File: config.mk
export PLATFORM = sky130hd
export DESIGN_NAME = fetch_unit
export DESIGN_NICKNAME = d
export VERILOG_FILES = /design/src/rtl/fetch_unit.sv
export SDC_FILE = /design/constraint.sdc
export NUM_CORES = 1
export LEC_CHECK = 0
export BUFFER_PORTS_ARGS = -buffer_cell sky130_fd_sc_hd__buf_2
export CORE_AREA = 2 2 128 130
export DETAILED_ROUTE_END_ITERATION = 10
export DIE_AREA = 0 0 130 132
export PLACE_DENSITY = 0.7
export SYNTH_ARGS = -nofsm -noshare
export SYNTH_HDL_FRONTEND = slang
export SYNTH_HIERARCHICAL = 1
export SYNTH_SLANG_ARGS = --single-unit
File: constraint.sdc
create_clock -name clk -period 6.1 [get_ports clk]
set_input_delay 0.61 -clock clk [delete_from_list [all_inputs] [get_ports clk]]
set_output_delay 0.61 -clock clk [all_outputs]
set_load 0.1 [all_outputs]
File: src/rtl/fetch_unit.sv
// Instruction fetch: one outstanding imem read at a time, responses buffered with their PC in a prefetch FIFO.
// inst_valid follows rvalid by one cycle; fetching pauses until a FIFO slot is free, redirect flushes everything.

module fifo #(
  parameter int WIDTH = 32,
  parameter int DEPTH = 4
) (
  input  logic                   clk,
  input  logic                   rst,
  input  logic                   flush,
  input  logic                   push_vld,
  input  logic [WIDTH-1:0]       push_dat,
  input  logic                   pop_rdy,
  output logic                   pop_vld,
  output logic [WIDTH-1:0]       pop_dat,
  output logic [$clog2(DEPTH):0] count
);
  localparam int AW = $clog2(DEPTH);

  logic [WIDTH-1:0] mem [DEPTH];
  logic [AW-1:0]    rd_ptr;
  logic [AW-1:0]    wr_ptr;
  logic             do_pop;

  assign pop_vld = (count != '0);
  assign pop_dat = mem[rd_ptr];
  assign do_pop  = pop_vld && pop_rdy;

  // Caller guarantees a free slot before pushing; flush beats any concurrent push/pop.
  always_ff @(posedge clk or negedge rst) begin
    if (!rst) begin
      rd_ptr <= '0;
      wr_ptr <= '0;
      count  <= '0;
      for (int i = 0; i < DEPTH; i++) mem[i] <= '0;
    end else if (flush) begin
      rd_ptr <= '0;
      wr_ptr <= '0;
      count  <= '0;
    end else begin
      if (push_vld) begin
        mem[wr_ptr] <= push_dat;
        wr_ptr      <= wr_ptr + AW'(1);
      end
      if (do_pop) rd_ptr <= rd_ptr + AW'(1);
      case ({push_vld, do_pop})
        2'b10:   count <= count + (AW+1)'(1);
        2'b01:   count <= count - (AW+1)'(1);
        default: ;
      endcase
    end
  end
endmodule

module fetch_unit #(
  parameter logic [15:0] RESET_ADDR = 16'h0000,
  parameter logic [15:0] PC_INC     = 16'd2,
  parameter int          DEPTH      = 4
) (
  input  logic        clk,
  input  logic        rst,
  input  logic        redirect,
  input  logic [15:0] redirect_addr,
  output logic        imem_req,
  output logic [15:0] imem_addr,
  input  logic        imem_gnt,
  input  logic        imem_rvalid,
  input  logic [15:0] imem_rdata,
  output logic        inst_valid,
  output logic [15:0] inst,
  output logic [15:0] inst_pc,
  input  logic        inst_ready
);
  localparam int          AW   = $clog2(DEPTH);
  localparam logic [AW:0] FULL = (AW+1)'(DEPTH);

  typedef enum logic [1:0] {S_IDLE, S_REQ, S_WAIT} state_t;

  typedef struct packed {
    logic [15:0] pc;
    logic [15:0] ins;
  } entry_t;

  state_t      state, state_nxt;
  logic [15:0] fpc, fpc_nxt;
  logic [15:0] req_pc, req_pc_nxt;
  logic        discard, discard_nxt;
  logic        push_vld;
  logic        pop;
  entry_t      push_dat;
  entry_t      head;
  logic [AW:0] count;
  logic [AW:0] count_after;

  assign imem_req  = (state == S_REQ);
  assign imem_addr = fpc;
  assign inst      = head.ins;
  assign inst_pc   = head.pc;
  assign pop       = inst_valid && inst_ready;
  assign push_vld  = (state == S_WAIT) && imem_rvalid && !discard && !redirect;
  assign push_dat  = '{pc: req_pc, ins: imem_rdata};

  always_comb begin
    count_after = count;
    case ({push_vld, pop})
      2'b10:   count_after = count + (AW+1)'(1);
      2'b01:   count_after = count - (AW+1)'(1);
      default: ;
    endcase
  end

  fifo #(
    .WIDTH ($bits(entry_t)),
    .DEPTH (DEPTH)
  ) u_fifo (
    .clk      (clk),
    .rst      (rst),
    .flush    (redirect),
    .push_vld (push_vld),
    .push_dat (push_dat),
    .pop_rdy  (inst_ready),
    .pop_vld  (inst_valid),
    .pop_dat  (head),
    .count    (count)
  );

  always_ff @(posedge clk or negedge rst) begin
    if (!rst) begin
      state   <= S_IDLE;
      fpc     <= RESET_ADDR;
      req_pc  <= '0;
      discard <= 1'b0;
    end else begin
      state   <= state_nxt;
      fpc     <= fpc_nxt;
      req_pc  <= req_pc_nxt;
      discard <= discard_nxt;
    end
  end

  always_comb begin
    state_nxt   = state;
    fpc_nxt     = fpc;
    req_pc_nxt  = req_pc;
    discard_nxt = discard;
    case (state)
      S_IDLE: begin
        if (redirect)           fpc_nxt   = redirect_addr;
        else if (count < FULL)  state_nxt = S_REQ;
      end
      S_REQ: begin
        if (redirect) begin
          fpc_nxt = redirect_addr;
          // A granted request still returns data; mark it stale rather than lose track of it.
          if (imem_gnt) begin
            discard_nxt = 1'b1;
            state_nxt   = S_WAIT;
          end else begin
            state_nxt   = S_IDLE;
          end
        end else if (imem_gnt) begin
          req_pc_nxt = fpc;
          fpc_nxt    = fpc + PC_INC;
          state_nxt  = S_WAIT;
        end
      end
      S_WAIT: begin
        if (imem_rvalid) begin
          discard_nxt = 1'b0;
          if (redirect) begin
            fpc_nxt   = redirect_addr;
            state_nxt = S_IDLE;
          end else if (count_after < FULL) begin
            state_nxt = S_REQ;
          end else begin
            state_nxt = S_IDLE;
          end
        end else if (redirect) begin
          discard_nxt = 1'b1;
          fpc_nxt     = redirect_addr;
        end
      end
      default: state_nxt = S_IDLE;
    endcase
  end
endmodule
Word level (Yosys, flattened, before mapping)
Cells that the tools add are included.
{"block": "op_classes", "addsub": 5, "n_mux": 30, "bitwise_logic": 3, "reduce_logical": 19, "magnitude_cmp": 5, "eq_ne": 12}
{"operator": "$bwmux 128", "n": 1}
{"operator": "$mux 32", "n": 3}
{"operator": "$bmux 32 s2", "n": 1}
{"operator": "$demux 32 s2", "n": 1}
{"operator": "$mux 16", "n": 3}
{"operator": "$pmux 16 s2", "n": 1}
{"operator": "$mux 2", "n": 10}
{"operator": "$add 16x2->16 const B", "n": 1}
{"operator": "$ne 2x2->1 const B", "n": 4}
{"operator": "$reduce_and 4->1", "n": 2}
{"operator": "$reduce_bool 2->1", "n": 4}
{"operator": "$ge 3x3->1 const B", "n": 2}
{"operator": "$lt 3x3->1 const B", "n": 2}
{"operator": "$mux 1", "n": 6}
{"operator": "$not 2->3", "n": 2}
{"operator": "$pmux 2 s3", "n": 1}
{"operator": "$pmux 3 s2", "n": 1}
{"operator": "$reduce_and 3->1", "n": 2}
{"operator": "$logic_and 1x1->1", "n": 5}
{"operator": "$add 2x1->2 const B", "n": 2}
{"operator": "$eq 2x1->1 const B", "n": 2}
{"operator": "$eq 2x2->1 const B", "n": 2}
{"operator": "$ne 2x1->1 const B", "n": 2}
{"operator": "$add 3x1->3 const B", "n": 1}
{"operator": "other kinds (12)", "n": 13}
{"block": "totals", "out_inout_bits": 50, "register_bits": 170, "in_bits": 38, "elab_cells": 85}

Longest topological paths before layout
Gate-level depths: netlist (run 1).
{"block": "logic_depth", "depth_word": 11, "depth_mapped": 10, "depth_no_buf": 8}

Cells and area by module
The synthesis (run 1) kept the hierarchy.
{"module": "fifo", "seq_area_each_um2": 3378.2, "n_inst": 1, "cells_per_inst": 360, "area_each_um2": 6103.4}
{"module": "fetch_unit", "seq_area_each_um2": 875.8, "n_inst": 1, "cells_per_inst": 180, "area_each_um2": 1864.3}

Worst setup path before layout (run 1)
No wires, ideal clock.
{"block": "synth_path", "path_type": "flip-flop to flip-flop", "startpoint": "register u_fifo.count[1]", "endpoint": "register state[0]", "stages_incl_launch_ff": 9, "required_ns": 6.031, "setup_ns": 0.069, "n_path_buf": 0, "t_arrival_ns": 2.650, "period_less_slack_ns": 2.719, "setup_slack_ns": 3.381, "path_cell_list": "dfrtp_1 -> or3_1 -> and2_1 -> ha_1 -> ha_1 -> a21oi_1 -> xor2_1 -> or3_1 -> nand3_1"}
{"block": "synth_between", "elab_chain_len": 9, "word_cells_on_any_way": 15, "cone_classes": "2 x add/sub; 2 x order compare; 3 x eq/ne; 5 x mux; 3 x reduce/logical"}
{"element": "start: declaration", "line": "16", "text": "output logic [$clog2(DEPTH):0] count"}
{"element": "start signal: assignment", "line": "47", "text": "2'b10: count <= count + (AW+1)'(1);"}
{"element": "start signal: assignment", "line": "48", "text": "2'b01: count <= count - (AW+1)'(1);"}
{"element": "$reduce_bool 3->1 (*)", "line": "25", "text": "assign pop_vld = (count != '0);"}
{"element": "named net inst_valid", "line": "69", "text": "output logic inst_valid,"}
{"element": "$logic_and 1x1->1 (*)", "line": "99", "text": "assign pop = inst_valid && inst_ready;"}
{"element": "$eq 2x1->1 / $eq 2x2->1 (equally long branches)", "line": "105", "text": "case ({push_vld, pop})"}
{"element": "$pmux 3 s2 (*)", "line": "105"}
{"element": "$lt 3x3->1 (*)", "line": "173", "text": "end else if (count_after < FULL) begin"}
{"element": "$mux 1 (*)", "line": "173"}
{"element": "$mux 1 (*)", "line": "170", "text": "if (redirect) begin"}
{"element": "$mux 2 (*)", "line": "168", "text": "if (imem_rvalid) begin"}
{"element": "$pmux 2 s3 (*)", "line": "146", "text": "case (state)"}
{"element": "end signal: assignment", "line": "134", "text": "state <= state_nxt;"}
{"element": "end: declaration", "line": "84", "text": "state_t state, state_nxt;"}
The timed path passes the listed nets; every way through them passes the cells marked *. The select of a mux whose other input is x is not followed.
A chain may end at the register's enable or synchronous reset.

Final worst setup path (run 1)
{"block": "layout_path", "startpoint": "register u_fifo.rd_ptr[0]", "endpoint": "output inst_pc[0]"}
{"block": "layout_between", "elab_chain_len": 4}
{"element": "start: declaration", "line": "21", "text": "logic [AW-1:0] rd_ptr;"}
{"element": "start signal: assignment", "line": "45", "text": "if (do_pop) rd_ptr <= rd_ptr + AW'(1);"}
{"element": "$not 2->3 (implied by the code)", "line": "26", "text": "assign pop_dat = mem[rd_ptr];"}
{"element": "$bmux 32 s2", "line": "26"}
{"element": "$mux 32 (implied by the code) (2 in a row)", "line": "26"}
{"element": "end: declaration", "line": "71", "text": "output logic [15:0] inst_pc,"}
No other way between the ends. The select of a mux whose other input is x is not followed.

==> results of run 1 <==
## worst max-delay path, stage by stage (launching register included)
cell and delay (ps):
dfrtp_2 620, buf_4 510, mux4_2 590, buf_2 310
## cell usage in the layout (no fill, tap or decap), drive strengths merged, types with 2 or more instances in the layout
master      n
nand3      11
o31ai       2
o22ai       4
nor2       16
dfrtp     170
or3         4
xnor2       3
nand2      20
a2bb2oi     6
inv         7
buf        90
clkinv      5
mux2      144
a31oi       3
and2        4
xor2        3
o32ai       2
mux4       32
mux2i       3
or4         3
o21ai      11
and3        3
nand4       4
bufinv      2
o211ai      3
nor2b       5
a32oi       2
clkbuf     21
nand2b      2
clkinvlp    4
ha          7
a21o        2
a21oi      14
## metrics by stage
| step | area, µm² | hold slack (ps) | setup WS [ps] |
|---|---|---|---|
| 5_1_grt | 9050 | 372 | 2850 |
| 3_5_place_dp | 8450 | 485 | 3220 |
| 6_report | 9050 | 290 | 3020 |
| 3_3_place_gp | 8450 | 473 | 3270 |
| 2_1_floorplan | 7970 | 314 | 3380 |
| 4_1_cts | 9050 | 331 | 2910 |
## worst paths after layout
| kind | to | cells past startpoint |
|---|---|---|
| setup / recovery | inst_pc[0] | 3 |
| hold / removal | u_fifo/mem[72] | 1 |
| setup reg to reg | u_fifo/count[1] | 7 |
| hold reg to reg | u_fifo/mem[32] | 1 |
| max in group asynchronous | u_fifo/mem[35] | 2 |
| min in group clk | imem_addr[0] | 2 |
## state kept, by name, indices dropped and copies added (netlist names)
signal,flops
state,2
req_pc,16
u_fifo/mem,128
imem_addr,16
u_fifo/wr_ptr,2
discard,1
u_fifo/count,3
u_fifo/rd_ptr,2
## power by group
group | total [mW] | switching, mW | internal [mW]
Clock | 1.08 | 0.433 | 0.643
Combinational | 1.91 | 1.44 | 0.463
Sequential | 1.57 | 0.234 | 1.34
Total | 4.55 | 2.11 | 2.44
## layer usage
metal / part of all wire / wire, µm / global-route usage / vias up
met5: 0 / 0 / 0 / -
met4: 0.015 / 240 / 0.0675 / 0
met3: 0.038 / 631 / 0.0499 / 18
met2: 0.52 / 8580 / 0.350 / 97
met1: 0.43 / 7020 / 0.250 / 2491
li1: - / - / - / 2165
## layout make-up
cell class                      instances  area share
Multi-Input combinational cell        330       0.379
Timing Repair Buffer                   90      0.0513
Clock inverter                         11      0.0131
Inverter                                7     0.00290
Tap cell                              216      0.0299
Sequential cell                       170       0.471
Clock buffer                           21      0.0531
## cell families (layout without fill, tap and decap cells)
group	after synthesis	after routing	share of synthesized area
simple gates	80	80	0.0598
compound gates	57	57	0.0477
flops	170	170	0.534
xor+xnor	6	6	0.00660
fa+ha+maj	8	8	0.0135
mux	179	179	0.302
buf+inv	40	129	0.0360
==> run summary, run 1 <==
Seq/Total Area, Yosys: 0.534
Core ar.: 0.0157 mm²
Final Max Tran Viols: 0
DR WL/cell: 19.5 µm
DR vias/cell: 5.65
Main synth FF type: dfrtp_1
Initial antenna violation count: 0
Post-cts resize count: 0
Max clock buf depth: 2
Status: finished, final reports clean
Netlist cell types: 59
Die Y-Extent: 132 µm
Root Driver: clkbuf_16
Post-Syn Area: 0.00797 mm²
CTS tree: built
Placed Cells: 813
Final Hold Vio Count: 0
Setup crit end kind: primary output
Gr usage total: 0.203
Cts bufs inserted: 17
EDFF count, synth: 0
Via count: 4771
Mapped Nets: 586
Yosys top cell area share: 0.534
Die width: 130 µm
Fin util: 0.576
CP startpoint kind: flip-flop
Top-count cell post-synth: dfrtp_1
Setup Crit Path Kind: reg2out
Fillers: 1282
R2R setup slack: 3480 ps
Maxcap violations: 0
Pleak: 4.44 nW
Classification of the worst-slack hold path: in2async
First-pass GRT wire length: 26.7 mm
Worst VDD drop: 0.264 mV
Crit Path Max Fanout: 23
Fin crit share: 0.505
Drt drc: 0
Design Power: 4.55 mW
FF+latch area: 0.00426 mm²
Syn-to-layout area delta: 13.5%
Crit path launch: u_fifo/rd_ptr[0]
Synth area leaders: dfrtp_1 53%, mux2_2 19%, mux4_2 9.0%
Slew @ Worst Pin: 1190 ps
PortBufs: 87
Final WL: 16.5 mm
Crit path time final: 3080 ps
Post-Synthesis Cells: 540
Final setup viols: 0
Final GP Congestion: 0.825
Arr. time, crit path: 2470 ps
Starting DRT DRC Count: 290
Vias in the first global route: 5120
Net count reported at finish: 662
Final Non-Filler Cells: 845
RSZ-0062 raised after global routing: no
FF+latch count, synth: 170
Synth top cells by count: 170 x dfrtp_1, 132 x mux2_2, 32 x mux4_2
Clk sinks: 170
R2r startpoint: state[0]
# H-tree levels: 4
Clock Skew: 8.00 ps
Max Clk Rate: 0.324 GHz
I/O pin count: 88
Initial Utilization: 0.507
Hpwl dp: 10.4 mm
Gr ovfl total: 0
Clock transition at path regs: 60 ps
Setup TNS Final: 0 ps
Yosys warnings: 6
Worst-Skew Late Latency: 430 ps
Post-CTS Repair Setup Buffers: 0
Layout cells sized above 1: 0.501
Req. time, crit path: 5490 ps
Pwr dens: 503 mW/mm²
Fraction of registers with async set/reset: 1.00
Die area: 0.0172 mm²
Post-route ant nets: 0
Hold Buf Count CTS: 0
Rows: 46
Avg Cell Area, Syn: 14.8 µm²
1st-pass router iterations: 5
Largest net degree at the start of global routing: 102
Multi-input gate area: 0.00343 mm²
# diodes: 0
Cell taking the most area after synthesis: dfrtp_1
Slew HR: 0.202
(Power assumes the default switching activity.)
==> run 2, diff against run 1 <==
--- a/config.mk
+++ b/config.mk
@@ -9,7 +9,7 @@
 export CORE_AREA = 2 2 128 130
 export DETAILED_ROUTE_END_ITERATION = 10
 export DIE_AREA = 0 0 130 132
-export PLACE_DENSITY = 0.7
+export PLACE_DENSITY = 0.73
 export SYNTH_ARGS = -nofsm -noshare
 export SYNTH_HDL_FRONTEND = slang
 export SYNTH_HIERARCHICAL = 1
==> constraint.sdc (replaced) <==
create_clock -name clk -period 2.7 [get_ports clk]
set_input_delay 0.27 -clock clk [delete_from_list [all_inputs] [get_ports clk]]
set_output_delay 0.27 -clock clk [all_outputs]
set_load 0.1 [all_outputs]
==> run summary, run 2 (synthesized netlist as in run 1, its figures left out) <==
Fillers: 1146
Post-route ant nets: 0
Placed Cells: 826
Multi-input gate area: 0.00343 mm²
CTS tree: built
CP startpoint kind: flip-flop
Post-cts resize count: 0
Min Hold Slack: 89.8 ps
Syn-to-layout area delta: 21.6%
Pwr dens: 1140 mW/mm²
Max Clk Rate: 0.409 GHz
Initial Utilization: 0.507
Crit path time final: 2450 ps
Setup crit end kind: primary output
FF+latch area: 0.00426 mm²
Gr usage total: 0.209
Fin util: 0.617
Final Hold Vio Count: 0
Drt drc: 0
Setup ws final: 255 ps
Net count reported at finish: 676
RSZ-0062 raised after global routing: no
Die Y-Extent: 132 µm
DR vias/cell: 5.71
1st-pass router iterations: 6
Status: finished, final reports clean
Worst VDD drop: 0.801 mV
Die area: 0.0172 mm²
Initial antenna violation count: 0
Slew HR: 0.636
# H-tree levels: 4
Hpwl dp: 11.1 mm
Final GP Congestion: 0.842
Crit Path Max Fanout: 14
Setup WS pre-CTS: 271 ps
Worst-Skew Late Latency: 420 ps
Design Power: 11.0 mW
Via count: 4909
R2R setup slack: 260 ps
Die width: 130 µm
# diodes: 0
Gr ovfl total: 0
Cts bufs inserted: 17
I/O pin count: 88
Vias in the first global route: 5332
Slew @ Worst Pin: 545 ps
Largest register FFs: 128
Maxcap violations: 0
Req. time, crit path: 2430 ps
Clock Skew: 10.4 ps
Most frequent cells in the layout: 169 x dfrtp_1, 132 x mux2_2, 54 x buf_2
Commonest non-fill, non-tap cell in the layout: dfrtp_1
Final setup viols: 0
Pleak: 4.63 nW
Root Driver: clkbuf_16
Rows: 46
PortBufs: 87
Core ar.: 0.0157 mm²
Classification of the worst-slack hold path: in2reg
Layout cells sized above 1: 0.507
Clk sinks: 170
Final WL: 16.7 mm
Largest net degree at the start of global routing: 62
Most flops, register: u_fifo/mem
Clock transition at path regs: 60 ps
First-pass GRT wire length: 27.5 mm
Starting DRT DRC Count: 276
Final Non-Filler Cells: 859
Fin crit share: 0.906
DR WL/cell: 19.5 µm
Final Max Tran Viols: 0
Placed Area: 0.00911 mm²
Max clock buf depth: 2
Setup Crit Path Kind: reg2out
Setup TNS Final: 0 ps
Arr. time, crit path: 2180 ps
Final Cell Area: 0.00969 mm²
## run 2: cell types whose count changed in the layout (fill, tap and decap cells not counted), sizes merged
cell,change
clkinv,-1
inv,+1
clkbuf,+1
buf,+13
dlygate4sd3,+1
bufinv,-1
## run 2: repair_timing
action                                 4_1_cts  5_1_grt
setup buffers                                0        0
endpoints found under the hold margin       53        0
hold buffers                                 1        0
## run 2: final timing paths
check                                       from               to  cells after the start
worst max-delay path            u_fifo/rd_ptr[0]          inst[7]                      3
worst min-delay path            redirect_addr[0]     imem_addr[0]                      2
worst max register to register          state[0]  u_fifo/count[1]                      7
worst min register to register    u_fifo/mem[64]   u_fifo/mem[64]                      1
max in group asynchronous                    rst   u_fifo/mem[49]                      3
min in group asynchronous                    rst  u_fifo/mem[106]                      2
## run 2: layer usage
metal | vias to the layer above | track usage | share of wire
li1 | 2189 | - | -
met3 | 13 | 0.0515 | 0.046
met5 | - | 0 | 0
met4 | 0 | 0.0538 | 0.0093
met2 | 123 | 0.347 | 0.52
met1 | 2584 | 0.276 | 0.43
## run 2: power by group
group / leakage, nW / switching [mW] / internal [mW]
registers: 2.27 / 0.539 / 3.02
logic: 2.08 / 3.41 / 1.76
clock network: 0.269 / 0.980 / 1.34
## run 2: layout make-up
| class | instances | area share |
|---|---|---|
| clock buffers | 22 | 0.0489 |
| clock inverters | 10 | 0.00956 |
| inverters | 7 | 0.00271 |
| multi-input cells | 330 | 0.354 |
| flip-flops and latches | 170 | 0.439 |
| well taps | 216 | 0.0279 |
| repair buffers | 104 | 0.118 |
## run 2: worst max-delay path, cell delays in order (launching register included)
cell and delay [ps]:
dfrtp_2 700, buf_4 300, mux4_2 560, buf_12 190
